`config.mk`:
```
export PLATFORM = sky130hd
export DESIGN_NAME = decode_stage
export DESIGN_NICKNAME = d
export VERILOG_FILES = /design/src/rtl/decode_stage.sv
export SDC_FILE = /design/constraint.sdc
export NUM_CORES = 2
export LEC_CHECK = 0
export ABC_CLOCK_PERIOD_IN_PS = 4500
export BUFFER_PORTS_ARGS = -buffer_cell sky130_fd_sc_hd__buf_2
export CORE_UTILIZATION = 45
export CTS_CLUSTER_DIAMETER = 40
export DETAILED_ROUTE_END_ITERATION = 12
export SLEW_MARGIN = 15
export SYNTH_ARGS = -nofsm -noshare
export SYNTH_HDL_FRONTEND = slang
export SYNTH_SLANG_ARGS = --single-unit
```
`constraint.sdc`:
```
create_clock -name clk -period 4.5 [get_ports clk]
set_clock_uncertainty 0.05 [all_clocks]
set_input_delay 0.225 -clock clk [delete_from_list [all_inputs] [get_ports clk]]
set_output_delay 0.225 -clock clk [all_outputs]
set_load 0.05 [all_outputs]
```
`src/rtl/decode_stage.sv`:
```
// MIPS instruction-decode stage: register file with writeback bypass, control
// decode, immediate sign extension, load-use hazard detection and ID/EX register.
module decode_stage #(
    parameter int REG_COUNT = 32,
    parameter int DATA_W    = 32
) (
    input  logic              clk,
    input  logic              reset,
    input  logic [31:0]       instruction_if_id,
    input  logic [DATA_W-1:0] next_address_if_id,
    input  logic              flush,
    input  logic              ctrl_regWrite_wb,
    input  logic [4:0]        write_register_wb,
    input  logic [DATA_W-1:0] write_data_wb,
    output logic              hazard_stall,
    output logic [DATA_W-1:0] read_data_1_id_ex,
    output logic [DATA_W-1:0] read_data_2_id_ex,
    output logic [DATA_W-1:0] extended_branch_offset_id_ex,
    output logic [DATA_W-1:0] supposed_next_address_id_ex,
    output logic [4:0]        next_instruction_20_16_id_ex,
    output logic [4:0]        next_instruction_15_11_id_ex,
    output logic [1:0]        ctrl_aluOp_id_ex,
    output logic              ctrl_aluSrc_id_ex,
    output logic              ctrl_regDest_id_ex,
    output logic              ctrl_memRead_id_ex,
    output logic              ctrl_memWrite_id_ex,
    output logic              ctrl_memToReg_id_ex,
    output logic              ctrl_regWrite_id_ex,
    output logic              ctrl_branch_id_ex,
    output logic              illegal_opcode_id_ex
);

    typedef enum logic [5:0] {
        OP_RTYPE = 6'b000000,
        OP_LW    = 6'b100011,
        OP_SW    = 6'b101011,
        OP_BEQ   = 6'b000100,
        OP_ADDI  = 6'b001000
    } opcode_e;

    logic [DATA_W-1:0] r_regs [REG_COUNT];

    logic [5:0]        w_opcode;
    logic [4:0]        w_rs;
    logic [4:0]        w_rt;
    logic [4:0]        w_rd;
    logic              w_wbActive;
    logic [DATA_W-1:0] w_readData1;
    logic [DATA_W-1:0] w_readData2;
    logic [DATA_W-1:0] w_extImm;

    logic [1:0]        w_aluOp;
    logic              w_aluSrc;
    logic              w_regDest;
    logic              w_memRead;
    logic              w_memWrite;
    logic              w_memToReg;
    logic              w_regWrite;
    logic              w_branch;
    logic              w_illegal;
    logic              w_bubble;

    assign w_opcode   = instruction_if_id[31:26];
    assign w_rs       = instruction_if_id[25:21];
    assign w_rt       = instruction_if_id[20:16];
    assign w_rd       = instruction_if_id[15:11];
    assign w_extImm   = {{(DATA_W-16){instruction_if_id[15]}}, instruction_if_id[15:0]};
    assign w_wbActive = ctrl_regWrite_wb && (write_register_wb != 5'd0);

    always_ff @(posedge clk) begin
        if (!reset) begin
            for (int i = 0; i < REG_COUNT; i++) begin
                r_regs[i] <= '0;
            end
        end else if (w_wbActive) begin
            r_regs[write_register_wb] <= write_data_wb;
        end
    end

    // Writeback data is forwarded so a same-cycle write is visible to decode.
    always_comb begin
        w_readData1 = '0;
        w_readData2 = '0;
        if (w_rs != 5'd0) begin
            w_readData1 = (w_wbActive && write_register_wb == w_rs) ? write_data_wb : r_regs[w_rs];
        end
        if (w_rt != 5'd0) begin
            w_readData2 = (w_wbActive && write_register_wb == w_rt) ? write_data_wb : r_regs[w_rt];
        end
    end

    always_comb begin
        w_aluOp    = 2'b00;
        w_aluSrc   = 1'b0;
        w_regDest  = 1'b0;
        w_memRead  = 1'b0;
        w_memWrite = 1'b0;
        w_memToReg = 1'b0;
        w_regWrite = 1'b0;
        w_branch   = 1'b0;
        w_illegal  = 1'b0;
        case (w_opcode)
            OP_RTYPE: begin
                w_regDest  = 1'b1;
                w_aluOp    = 2'b10;
                w_regWrite = 1'b1;
            end
            OP_LW: begin
                w_aluSrc   = 1'b1;
                w_memRead  = 1'b1;
                w_memToReg = 1'b1;
                w_regWrite = 1'b1;
            end
            OP_SW: begin
                w_aluSrc   = 1'b1;
                w_memWrite = 1'b1;
            end
            OP_BEQ: begin
                w_branch   = 1'b1;
                w_aluOp    = 2'b01;
            end
            OP_ADDI: begin
                w_aluSrc   = 1'b1;
                w_regWrite = 1'b1;
            end
            default: w_illegal = 1'b1;
        endcase
    end

    // rs and rt are both compared regardless of opcode, so stalls are conservative.
    assign hazard_stall = ctrl_memRead_id_ex
                       && (next_instruction_20_16_id_ex == w_rs || next_instruction_20_16_id_ex == w_rt)
                       && (next_instruction_20_16_id_ex != 5'd0);
    assign w_bubble = flush || hazard_stall;

    always_ff @(posedge clk) begin
        if (!reset) begin
            read_data_1_id_ex            <= '0;
            read_data_2_id_ex            <= '0;
            extended_branch_offset_id_ex <= '0;
            supposed_next_address_id_ex  <= '0;
            next_instruction_20_16_id_ex <= '0;
            next_instruction_15_11_id_ex <= '0;
            ctrl_aluOp_id_ex             <= '0;
            ctrl_aluSrc_id_ex            <= 1'b0;
            ctrl_regDest_id_ex           <= 1'b0;
            ctrl_memRead_id_ex           <= 1'b0;
            ctrl_memWrite_id_ex          <= 1'b0;
            ctrl_memToReg_id_ex          <= 1'b0;
            ctrl_regWrite_id_ex          <= 1'b0;
            ctrl_branch_id_ex            <= 1'b0;
            illegal_opcode_id_ex         <= 1'b0;
        end else begin
            read_data_1_id_ex            <= w_readData1;
            read_data_2_id_ex            <= w_readData2;
            extended_branch_offset_id_ex <= w_extImm;
            supposed_next_address_id_ex  <= next_address_if_id;
            next_instruction_20_16_id_ex <= w_rt;
            next_instruction_15_11_id_ex <= w_rd;
            // A bubble keeps the data fields but kills every control bit.
            ctrl_aluOp_id_ex             <= w_bubble ? 2'b00 : w_aluOp;
            ctrl_aluSrc_id_ex            <= w_aluSrc   && !w_bubble;
            ctrl_regDest_id_ex           <= w_regDest  && !w_bubble;
            ctrl_memRead_id_ex           <= w_memRead  && !w_bubble;
            ctrl_memWrite_id_ex          <= w_memWrite && !w_bubble;
            ctrl_memToReg_id_ex          <= w_memToReg && !w_bubble;
            ctrl_regWrite_id_ex          <= w_regWrite && !w_bubble;
            ctrl_branch_id_ex            <= w_branch   && !w_bubble;
            illegal_opcode_id_ex         <= w_illegal  && !w_bubble;
        end
    end

endmodule

```
==> qor.yml <==
power_and_ir_drop:
  peakVddDrop_mv: 0.252
  powerDensity_mw_per_mm2: 423
  power.total_uw: 29000
  p_leak_uw: 0.0251
floorplanning:
  fp.dieH_um: 363
  core_area_sq_mm: 0.129
  initial_utilization_pct: 45.3
  die_x_um: 363
  die-area_sq_mm: 0.132
  pin_count: 254
  rows: 132
route:
  routed_wl_um: 223000
  drc_errors: 0
  via_per_inst: 6.51
  dr.pass1.iters: 6
  vias: 40700
  wl_per_cell_um: 35.7
  drtIter0Drc: 5984
  antenna_left: 0
timing:
  worst_pin_slew_ns: 1.40
  min_period_ns: 3.25
  hold_viol: 0
  period_share_pct: 72.3
  setup-violations-final: 0
  slew_viol_final: 0
  slew_headroom_pct: 6.80
  fin_setup_tns_ns: 0
  rsz0062_at_grt: "false"
  max_freq_mhz: 307
setup_path:
  crit_type: "input pin to flop"
  arrival_ns: 3.66
  start_kind: "input pin"
  worstPathRequired_ns: 4.91
  crit_path_start: "reset"
  end_kind: "flop"
  r2r-start: "next_instruction_20_16_id_ex[3]"
  path_max_fanout: 20
placement:
  place_congestion: 0.892
  place_hpwl_um: 131000
  port_buffers: 253
synthesis:
  ys_types: 53
  ys_seq_area_share_pct: 56.7
  yosysMostFrequentCell: "and2_1"
  netlist_area_sq_mm: 0.0587
  synth_top_area_share_pct: 52.4
  synth-seq-cells: 1150
  async_flop_share_pct: 0
  yosys-top-cells-area: "edfxtp_1 (52%), mux4_2 (12%), and2_1 (11%)"
  yosys_warnings: 0
  syn-mean-instance-area_sq_um: 14.1
  yosysTopAreaCell: "edfxtp_1"
  synth_top_flop_cell: "edfxtp_1"
  synthTopCellsByCount: "and2_1 (1046), edfxtp_1 (1024), mux2i_1 (375)"
  synth-edff-count: 1024
  synthCells: 4167
grt:
  grt_remaining_overflow: 0
  grt_pass1_wl_um: 308000
  first_global_vias: 39500
  grt_max_degree: 97
  track_usage_pct: 33.7
  antenna_found_initial: 16
layout:
  area_growth_pct: 16.9
  ff_latch_area_sq_mm: 0.0333
  multi_input_area_sq_mm: 0.0240
  final_nets: 4471
  fillers: 10800
  drive_gt1_share_pct: 24.7
status:
  status: "finished clean"
min_path:
  hold_path.startpoint: "write_data_wb[24]"
  min_path_type: "input pin to flop"
cts:
  clock-sinks: 1150
  cts_resized: 0
  clk_pin_slew_ns: 0.06
  cts_tree: "built"
  cts_buffer_depth: 3
  clock_latency_ns: 0.80
  cts_buffers: 163
  root_buffer: "clkbuf_16"
  cts_max_level: 4
run:
  drv_cap: 0
## critical path, cell delays in order
cell and delay (ns):
dlygate4sd3_1 0.55, buf_4 0.41, and2_1 0.31, nor2b_1 0.22, nand2_1 0.36, buf_4 0.38
o21ai_4 0.79, buf_12 0.31
## kinds of logic (layout without fill, tap and decap cells)
kind of cell	Yosys count	in the layout	synth area share (%)
other	1	40	0.00639
AOI/OAI and AO/OA	568	568	7.18
buffers and inverters	471	775	3.76
muxes	735	735	19.5
DFF	1150	1150	56.7
xor gates and xnor gates	20	20	0.299
and+or+nand+nor	1222	1222	12.5
## stage by stage
stage | hold slack [ns] | setup slack [ns] | cells | util (%) | area (sq um)
after floorplan | 0.252 | 0.693 | 4198 | - | 58800
after global placement | 0.381 | 1.18 | 5869 | 48.1 | 62300
after detailed placement | 0.385 | 1.15 | 5870 | 48.1 | 62300
after CTS | 0.000615 | 1.41 | 6243 | 52.9 | 68500
after global routing | 0.0301 | 1.24 | 6246 | 53.0 | 68600
final | 0.0432 | 1.25 | 6252 | 53.0 | 68600
## registers in the layout, indices dropped and copies added, names as in the netlist
register                      flops
ctrl_regWrite_id_ex               1
ctrl_memRead_id_ex                1
extended_branch_offset_id_ex     16
illegal_opcode_id_ex              1
read_data_2_id_ex                32
ctrl_aluOp_id_ex                  2
read_data_1_id_ex                32
r_regs                         1024
ctrl_memWrite_id_ex               1
ctrl_regDest_id_ex                1
ctrl_branch_id_ex                 1
next_instruction_20_16_id_ex      5
supposed_next_address_id_ex      32
ctrl_aluSrc_id_ex                 1
## cell usage in the layout (no fill, tap or decap), types with 57 or more instances in the layout
cell type | netlist | layout
mux4_2 | 322 | 322
o21ai_0 | 128 | 97
dfxtp_1 | 126 | 126
a221oi_1 | 127 | 127
nand2_1 | 73 | 72
clkbuf_16 | 0 | 171
buf_2 | 68 | 245
a22oi_1 | 57 | 57
dlygate4sd3_1 | 0 | 72
and2_1 | 1046 | 1045
edfxtp_1 | 1024 | 1024
buf_4 | 51 | 109
mux2i_1 | 375 | 375
## what timing repair did
action	CTS	global route
hold buffers	72	0
hold endpoints to repair	71	0
setup buffers	0	0
## metal layers
layer	vias to the layer above	wire (um)	global-route usage, %
li1	16300	-	-
met1	21000	83800	44.4
met2	2766	102000	52.1
met3	609	24900	7.54
met4	4	12300	17.5
met5	-	28	0
## worst paths after layout
| check | endpoint | depth (start not counted) | slack, ns |
|---|---|---|---|
| setup reg to reg | ctrl_branch_id_ex | 6 | 1.64 |
| hold reg to reg | read_data_1_id_ex[10] | 3 | 0.72 |
| hold / removal | r_regs[6][24] | 2 | 0.04 |
| setup / recovery | r_regs[14][4] | 8 | 1.25 |
## final cells by class
type | instances | share of cell area [%]
Clock buffer | 201 | 6.52
Clock inverter | 100 | 1.53
Tap cell | 1742 | 3.18
Antenna cell | 8 | 0.0292
Timing Repair Buffer | 469 | 5.26
Inverter | 5 | 0.0310
Sequential cell | 1150 | 48.5
Multi-Input combinational cell | 2577 | 34.9
## where the power goes
group | internal (uW) | switching (uW) | total, uW | leakage, uW
combinational | 1180 | 2150 | 3330 | 0.0116
sequential | 12200 | 372 | 12600 | 0.0108
clock | 7940 | 5120 | 13100 | 0.00265
Note: power is estimated with default switching activity, not from simulation.
